File: src/rtl/conv5x5_pim_sched.sv
// conv5x5_pim_sched: sequencing controller for one 5x5 PIM convolution unit.
// Accepts one input window per handshake, then issues every
// (output channel, input-channel group) pair stored in the crossbar, waits
// for the array latency, and accumulates the partial results per channel.
// Each accumulated channel result is streamed out under valid/ready.
// Optional feature: define CONV5X5_PIM_SCHED_SAT_EN to make the accumulator
// saturate at 2^ACC_W-1. Without it, the accumulator wraps modulo 2^ACC_W.
module conv5x5_pim_sched #(
    parameter int NUM_OCH = 4,
    parameter int NUM_ICG = 4,
    parameter int PIM_LAT = 1,
    parameter int ADDR_W  = 5,
    parameter int RES_W   = 6,
    parameter int ACC_W   = 8,
    parameter int GSEL_W  = 2,
    localparam int OCH_W  = (NUM_OCH > 1) ? $clog2(NUM_OCH) : 1
) (
    input  logic              clk,
    input  logic              rst,
    input  logic              win_valid,
    output logic              win_ready,
    output logic [GSEL_W-1:0] feat_sel,
    output logic [ADDR_W-1:0] pim_addr,
    output logic              pim_en,
    input  logic [RES_W-1:0]  pim_result,
    output logic              out_valid,
    input  logic              out_ready,
    output logic [ACC_W-1:0]  out_data,
    output logic [OCH_W-1:0]  out_och,
    output logic              busy,
    output logic              done
);

    localparam int                CNT_W    = (PIM_LAT > 1) ? $clog2(PIM_LAT) : 1;
    localparam logic [CNT_W-1:0]  CNT_LOAD = CNT_W'(PIM_LAT - 1);
    localparam logic [GSEL_W-1:0] ICG_LAST = GSEL_W'(NUM_ICG - 1);
    localparam logic [OCH_W-1:0]  OCH_LAST = OCH_W'(NUM_OCH - 1);

    typedef enum logic [1:0] {
        IDLE,
        ISSUE,
        WAIT,
        EMIT
    } state_t;

    state_t           state;
    logic [OCH_W-1:0] och;
    logic [GSEL_W-1:0] icg;
    logic [ACC_W-1:0] acc;
    logic [ACC_W-1:0] acc_sum;
    logic [CNT_W-1:0] wait_cnt;

    // Window acceptance is only possible while idle and out of reset.
    assign win_ready = (state == IDLE) && !rst;
    assign feat_sel  = icg;
    assign out_och   = och;

    // Accumulator value after adding the zero-extended partial result.
    always_comb begin
`ifdef CONV5X5_PIM_SCHED_SAT_EN
        logic [ACC_W:0] wide_sum;
        wide_sum = {1'b0, acc} + (ACC_W + 1)'(pim_result);
        acc_sum  = wide_sum[ACC_W] ? '1 : wide_sum[ACC_W-1:0];
`else
        acc_sum = acc + ACC_W'(pim_result);
`endif
    end

    // Controller FSM: state, loop counters, accumulator and registered outputs.
    // pim_addr walks och*NUM_ICG+icg, which is contiguous, so it simply
    // increments on every issue after the first of a window.
    // NOTE: all state here uses non-blocking assignments so every register
    // samples the pre-edge values of the others, independent of statement order.
    always_ff @(posedge clk) begin
        if (rst) begin
            state     <= IDLE;
            och       <= '0;
            icg       <= '0;
            acc       <= '0;
            wait_cnt  <= '0;
            pim_en    <= 1'b0;
            pim_addr  <= '0;
            out_valid <= 1'b0;
            out_data  <= '0;
            busy      <= 1'b0;
            done      <= 1'b0;
        end else begin
            pim_en <= 1'b0;
            done   <= 1'b0;
            unique case (state)
                IDLE: begin
                    if (win_valid && win_ready) begin
                        state    <= ISSUE;
                        och      <= '0;
                        icg      <= '0;
                        acc      <= '0;
                        pim_en   <= 1'b1;
                        pim_addr <= '0;
                        busy     <= 1'b1;
                    end
                end
                ISSUE: begin
                    wait_cnt <= CNT_LOAD;
                    state    <= WAIT;
                end
                WAIT: begin
                    if (wait_cnt == '0) begin
                        acc <= acc_sum;
                        if (icg != ICG_LAST) begin
                            icg      <= icg + 1'b1;
                            pim_en   <= 1'b1;
                            pim_addr <= pim_addr + 1'b1;
                            state    <= ISSUE;
                        end else begin
                            out_valid <= 1'b1;
                            out_data  <= acc_sum;
                            state     <= EMIT;
                        end
                    end else begin
                        wait_cnt <= wait_cnt - 1'b1;
                    end
                end
                EMIT: begin
                    if (out_ready) begin
                        out_valid <= 1'b0;
                        if (och != OCH_LAST) begin
                            och      <= och + 1'b1;
                            icg      <= '0;
                            acc      <= '0;
                            pim_en   <= 1'b1;
                            pim_addr <= pim_addr + 1'b1;
                            state    <= ISSUE;
                        end else begin
                            busy  <= 1'b0;
                            done  <= 1'b1;
                            state <= IDLE;
                        end
                    end
                end
                default: state <= IDLE;
            endcase
        end
    end

endmodule

File: config.mk
export PLATFORM = sky130hd
export DESIGN_NAME = conv5x5_pim_sched
export DESIGN_NICKNAME = d
export VERILOG_FILES = /design/src/rtl/conv5x5_pim_sched.sv
export SDC_FILE = /design/constraint.sdc
export NUM_CORES = 1
export LEC_CHECK = 0
export CORE_MARGIN = 2
export CORE_UTILIZATION = 30
export CTS_CLUSTER_DIAMETER = 100
export DETAILED_ROUTE_END_ITERATION = 8
export PLACE_DENSITY_LB_ADDON = 0.1
export SKIP_LAST_GASP = 1
export SYNTH_ARGS = -nofsm -noshare
export SYNTH_HDL_FRONTEND = slang
export SYNTH_SLANG_ARGS = --single-unit
File: constraint.sdc
create_clock -name clk -period 2.7 [get_ports clk]
set_clock_uncertainty 0.1 [all_clocks]
set_input_delay 0.405 -clock clk [delete_from_list [all_inputs] [get_ports clk]]
set_output_delay 0.405 -clock clk [all_outputs]
set_load 0.02 [all_outputs]
==> key figures <==
Timing
  – Max Slew Vio Count: 0
  – TNS Setup: 0 ns
  – Slew HR: 67.6%
  – Clock period minus worst slack: 2.21 ns
  – Final Setup Violations: 0
  – Worst-Margin Slew: 0.486 ns
  – Highest Clock Rate: around 0.45 GHz
  – RSZ-0062 raised after global routing: no
  – Final worst-path cycle share: between 80 and 90%
  – Final Hold Viols: 0

Yosys
  – Yosys cell types: 47
  – Synthesized instance count: 191
  – Async set-reset flop share out of synthesis: 0%
  – Post-synthesis sequential area ratio: 37.1%
  – Yosys top cell area share: 37.1%
  – Seq cells post-synth: 31
  – Xor-xnor portion of the synthesized cell area: 2.09%
  – Compound-Gate Fraction of Synth Area: 24.2%
  – Synth Area in Adders: 7.92%
  – Mean post-synth cell area: 8.76 um^2
  – Main combinational cell family by area after synthesis: compound AO/OA/AOI/OAI gates
  – Synthesized area: 1670 um^2
  – Dominant cell type by area after synthesis: dfxtp_1
  – EDFF count, synth: 0
  – Most used DFF post-synth: dfxtp_1
  – Synth warnings: 0
  – Mux contribution to synthesized area: 0.598%
  – Mapped Nets: 211
  – Simple-Gate Fraction of Synth Area: 22.6%
  – Cells taking the most area after synthesis: dfxtp_1 (37%), ha_1 (6.7%), a21oi_1 (5.1%), nand2_1 (3.8%), nor2_1 (3.4%)

GRT
  – Tot GR Track Use: 14.3%
  – Overflow after GRT: 0
  – Initial antenna violation count: 0
  – Number of global-route vias before repair: 1504
  – First-pass GRT wire length: 7090 um
  – Largest net degree at the start of global routing: 22

Setup path
  – Crit Path Category: input pin to output port
  – R2R Setup Slk: 0.79 ns
  – Critical path peak fanout: 2
  – Crit path from: rst
  – RR Endpoint: acc[4]$_SDFFE_PP0P_
  – Register-to-Register Path Depth: 6
  – Setup crit end kind: output port
  – Crit path DAT: about 1.7 ns
  – Crit path launch type: input pin
  – CP Capture Point: win_ready
  – Worst r2r src: acc[0]$_SDFFE_PP0P_
  – Req. time, crit path: between 2 and 2.5 ns

Clock network
  – Post-CTS Resized: 0
  – # hold bufs at CTS: 0
  – CTS tree: done
  – Post-CTS setup buffers: 0
  – Root buf cell: clkbuf_8
  – H-tree depth: 2
  – CTS Buffer Depth: 2
  – Clk sinks: 31
  – CTS buffer count: 5
  – Skew-Pair Late Insertion Delay: about 0.28 ns
  – Worst-path clk slew: 0.06 ns

Placement
  – HPWL after DPL: 3150 um
  – DP Cell Count: 289
  – I/O Buffers: 31
  – Gpl congestion: 0.829

Floorplanning
  – Initial Util: just over 30%
  – IO Pins: 32
  – Chip Height: 78.7 um
  – DIE WIDTH: 78.7 um
  – Rows: 27
  – Area of the core: 5440 um^2
  – Die area: 6190 um^2

Outcome
  – Outcome: finished clean

Route
  – Via count: 1564
  – Wire per inst: 14.4 um
  – DRT Pass-1 Iters: 4
  – Final wirelength: 4260 um
  – DR vias/cell: around 5.3
  – Drc violations: 0
  – Post-route antenna net violation count: 0
  – Starting DRC count in detailed routing: 89

Final layout
  – Area Growth Syn to Fin: 27.7%
  – Util after Layout: roughly two fifths
  – Antenna cells: 0
  – # nets final: 244
  – Total area of sequential cells: 621 um^2
  – Fraction of layout cells with a size suffix above 1: 9.82%
  – Footprint of the multi-input gates: 961 um^2
  – Fillers: 552
  – Most frequent cells in the layout: dfxtp_1 (31), clkdlybuf4s50_1 (31), a21oi_1 (17), nand2_1 (17), nor2_1 (15)
  – Post-Layout Cell Count: 296

Power
  – Pwr per Cell Area: 469 nW/um^2
  – Max VDD drop: 0.000219 V
  – P_leak: 0.804 nW

Job
  – Maximum Capacitance Violations: 0

Hold path
  – Hold Crit Class: flop to flop
==> layer usage <==
metal	track usage, %	wire [um]
met1	18.6	2030
met5	0	0
met2	23.3	1950
met3	3.41	222
met4	4.21	47
==> flip-flops by register name, indices dropped and copies added, names as in the netlist <==
| register | count |
|---|---|
| acc | 8 |
| out_data | 8 |
| out_valid | 1 |
| busy | 1 |
| out_och | 2 |
| pim_en | 1 |
| state | 2 |
| pim_addr | 5 |
| done | 1 |
| feat_sel | 2 |
==> per-stage QoR <==
stage	hold WS (ns)	cell area (um^2)	setup slack [ns]	total power, mW
finish	0.354	2140	0.488	1.00
global route	0.388	2140	0.359	1.05
CTS	0.363	2140	0.461	1.01
detailed placement	0.354	2050	0.247	0.641
global placement	0.349	2050	0.294	0.641
floorplan	0.344	1670	0.806	0.586
==> logic make-up (layout without fill, tap and decap cells) <==
family / count (synthesis) / in the layout
AOI/OAI and AO/OA: 57 / 57
and+or+nand+nor: 71 / 71
buffers and inverters: 17 / 50
adders and majority gates: 10 / 10
DFF: 31 / 31
xor gates and xnor gates: 4 / 4
muxes: 1 / 1
==> critical path, stage by stage <==
cell	delay [ns]
clkdlybuf4s50_1	0.44
nor3_1	0.21
clkdlybuf4s50_1	0.66
==> area by class of cell <==
| type | instances | share of cell area (%) |
|---|---|---|
| Inverter | 6 | 1.05 |
| Tap cell | 72 | 4.22 |
| Sequential cell | 31 | 29.0 |
| Multi-Input combinational cell | 143 | 45.0 |
| Clock buffer | 6 | 3.86 |
| Timing Repair Buffer | 37 | 16.6 |
| Clock inverter | 1 | 0.234 |
==> cells in the mapped netlist, types with 2 or more instances <==
| cell | instances |
|---|---|
| o21ai_1 | 4 |
| xor2_1 | 2 |
| a21oi_1 | 17 |
| inv_1 | 5 |
| a211o_1 | 2 |
| a221oi_1 | 2 |
| a31oi_1 | 3 |
| nand2_1 | 17 |
| a32oi_1 | 2 |
| nand3_1 | 10 |
| o32ai_1 | 5 |
| o21a_1 | 2 |
| buf_6 | 3 |
| clkbuf_1 | 2 |
| a211oi_1 | 2 |
| dfxtp_1 | 31 |
| o31ai_1 | 4 |
| a2bb2oi_1 | 2 |
| nand4_1 | 7 |
| or3_1 | 3 |
| nor2_1 | 15 |
| o21ai_0 | 3 |
| and3_1 | 2 |
| a211oi_2 | 2 |
| xnor2_1 | 2 |
| a21o_1 | 3 |
| buf_2 | 5 |
| nor3_1 | 5 |
| ha_1 | 9 |
| nand2b_1 | 3 |
==> worst min path at each step <==
stage,startpoint,to,slack (ns),cells after the start
after floorplan,acc[3]$_SDFFE_PP0P_,acc[3]$_SDFFE_PP0P_,0.34,2
after global placement,out_data[1]$_SDFFE_PP0P_,out_data[1]$_SDFFE_PP0P_,0.35,2
after detailed placement,out_data[0]$_SDFFE_PP0P_,out_data[0]$_SDFFE_PP0P_,0.35,2
after CTS,out_data[0]$_SDFFE_PP0P_,out_data[0]$_SDFFE_PP0P_,0.36,2
after global routing,out_data[0]$_SDFFE_PP0P_,out_data[0]$_SDFFE_PP0P_,0.39,2
final,out_data[0]$_SDFFE_PP0P_,out_data[0]$_SDFFE_PP0P_,0.35,2
==> power breakdown <==
group / leakage, nW / internal [mW] / switching (mW)
Sequential: 0.251 / 0.468 / 0.0146
Combinational: 0.505 / 0.0651 / 0.0833
Clock: 0.0470 / 0.200 / 0.171
Total: 0.804 / 0.733 / 0.269
Note: power is estimated with default switching activity, not from simulation.
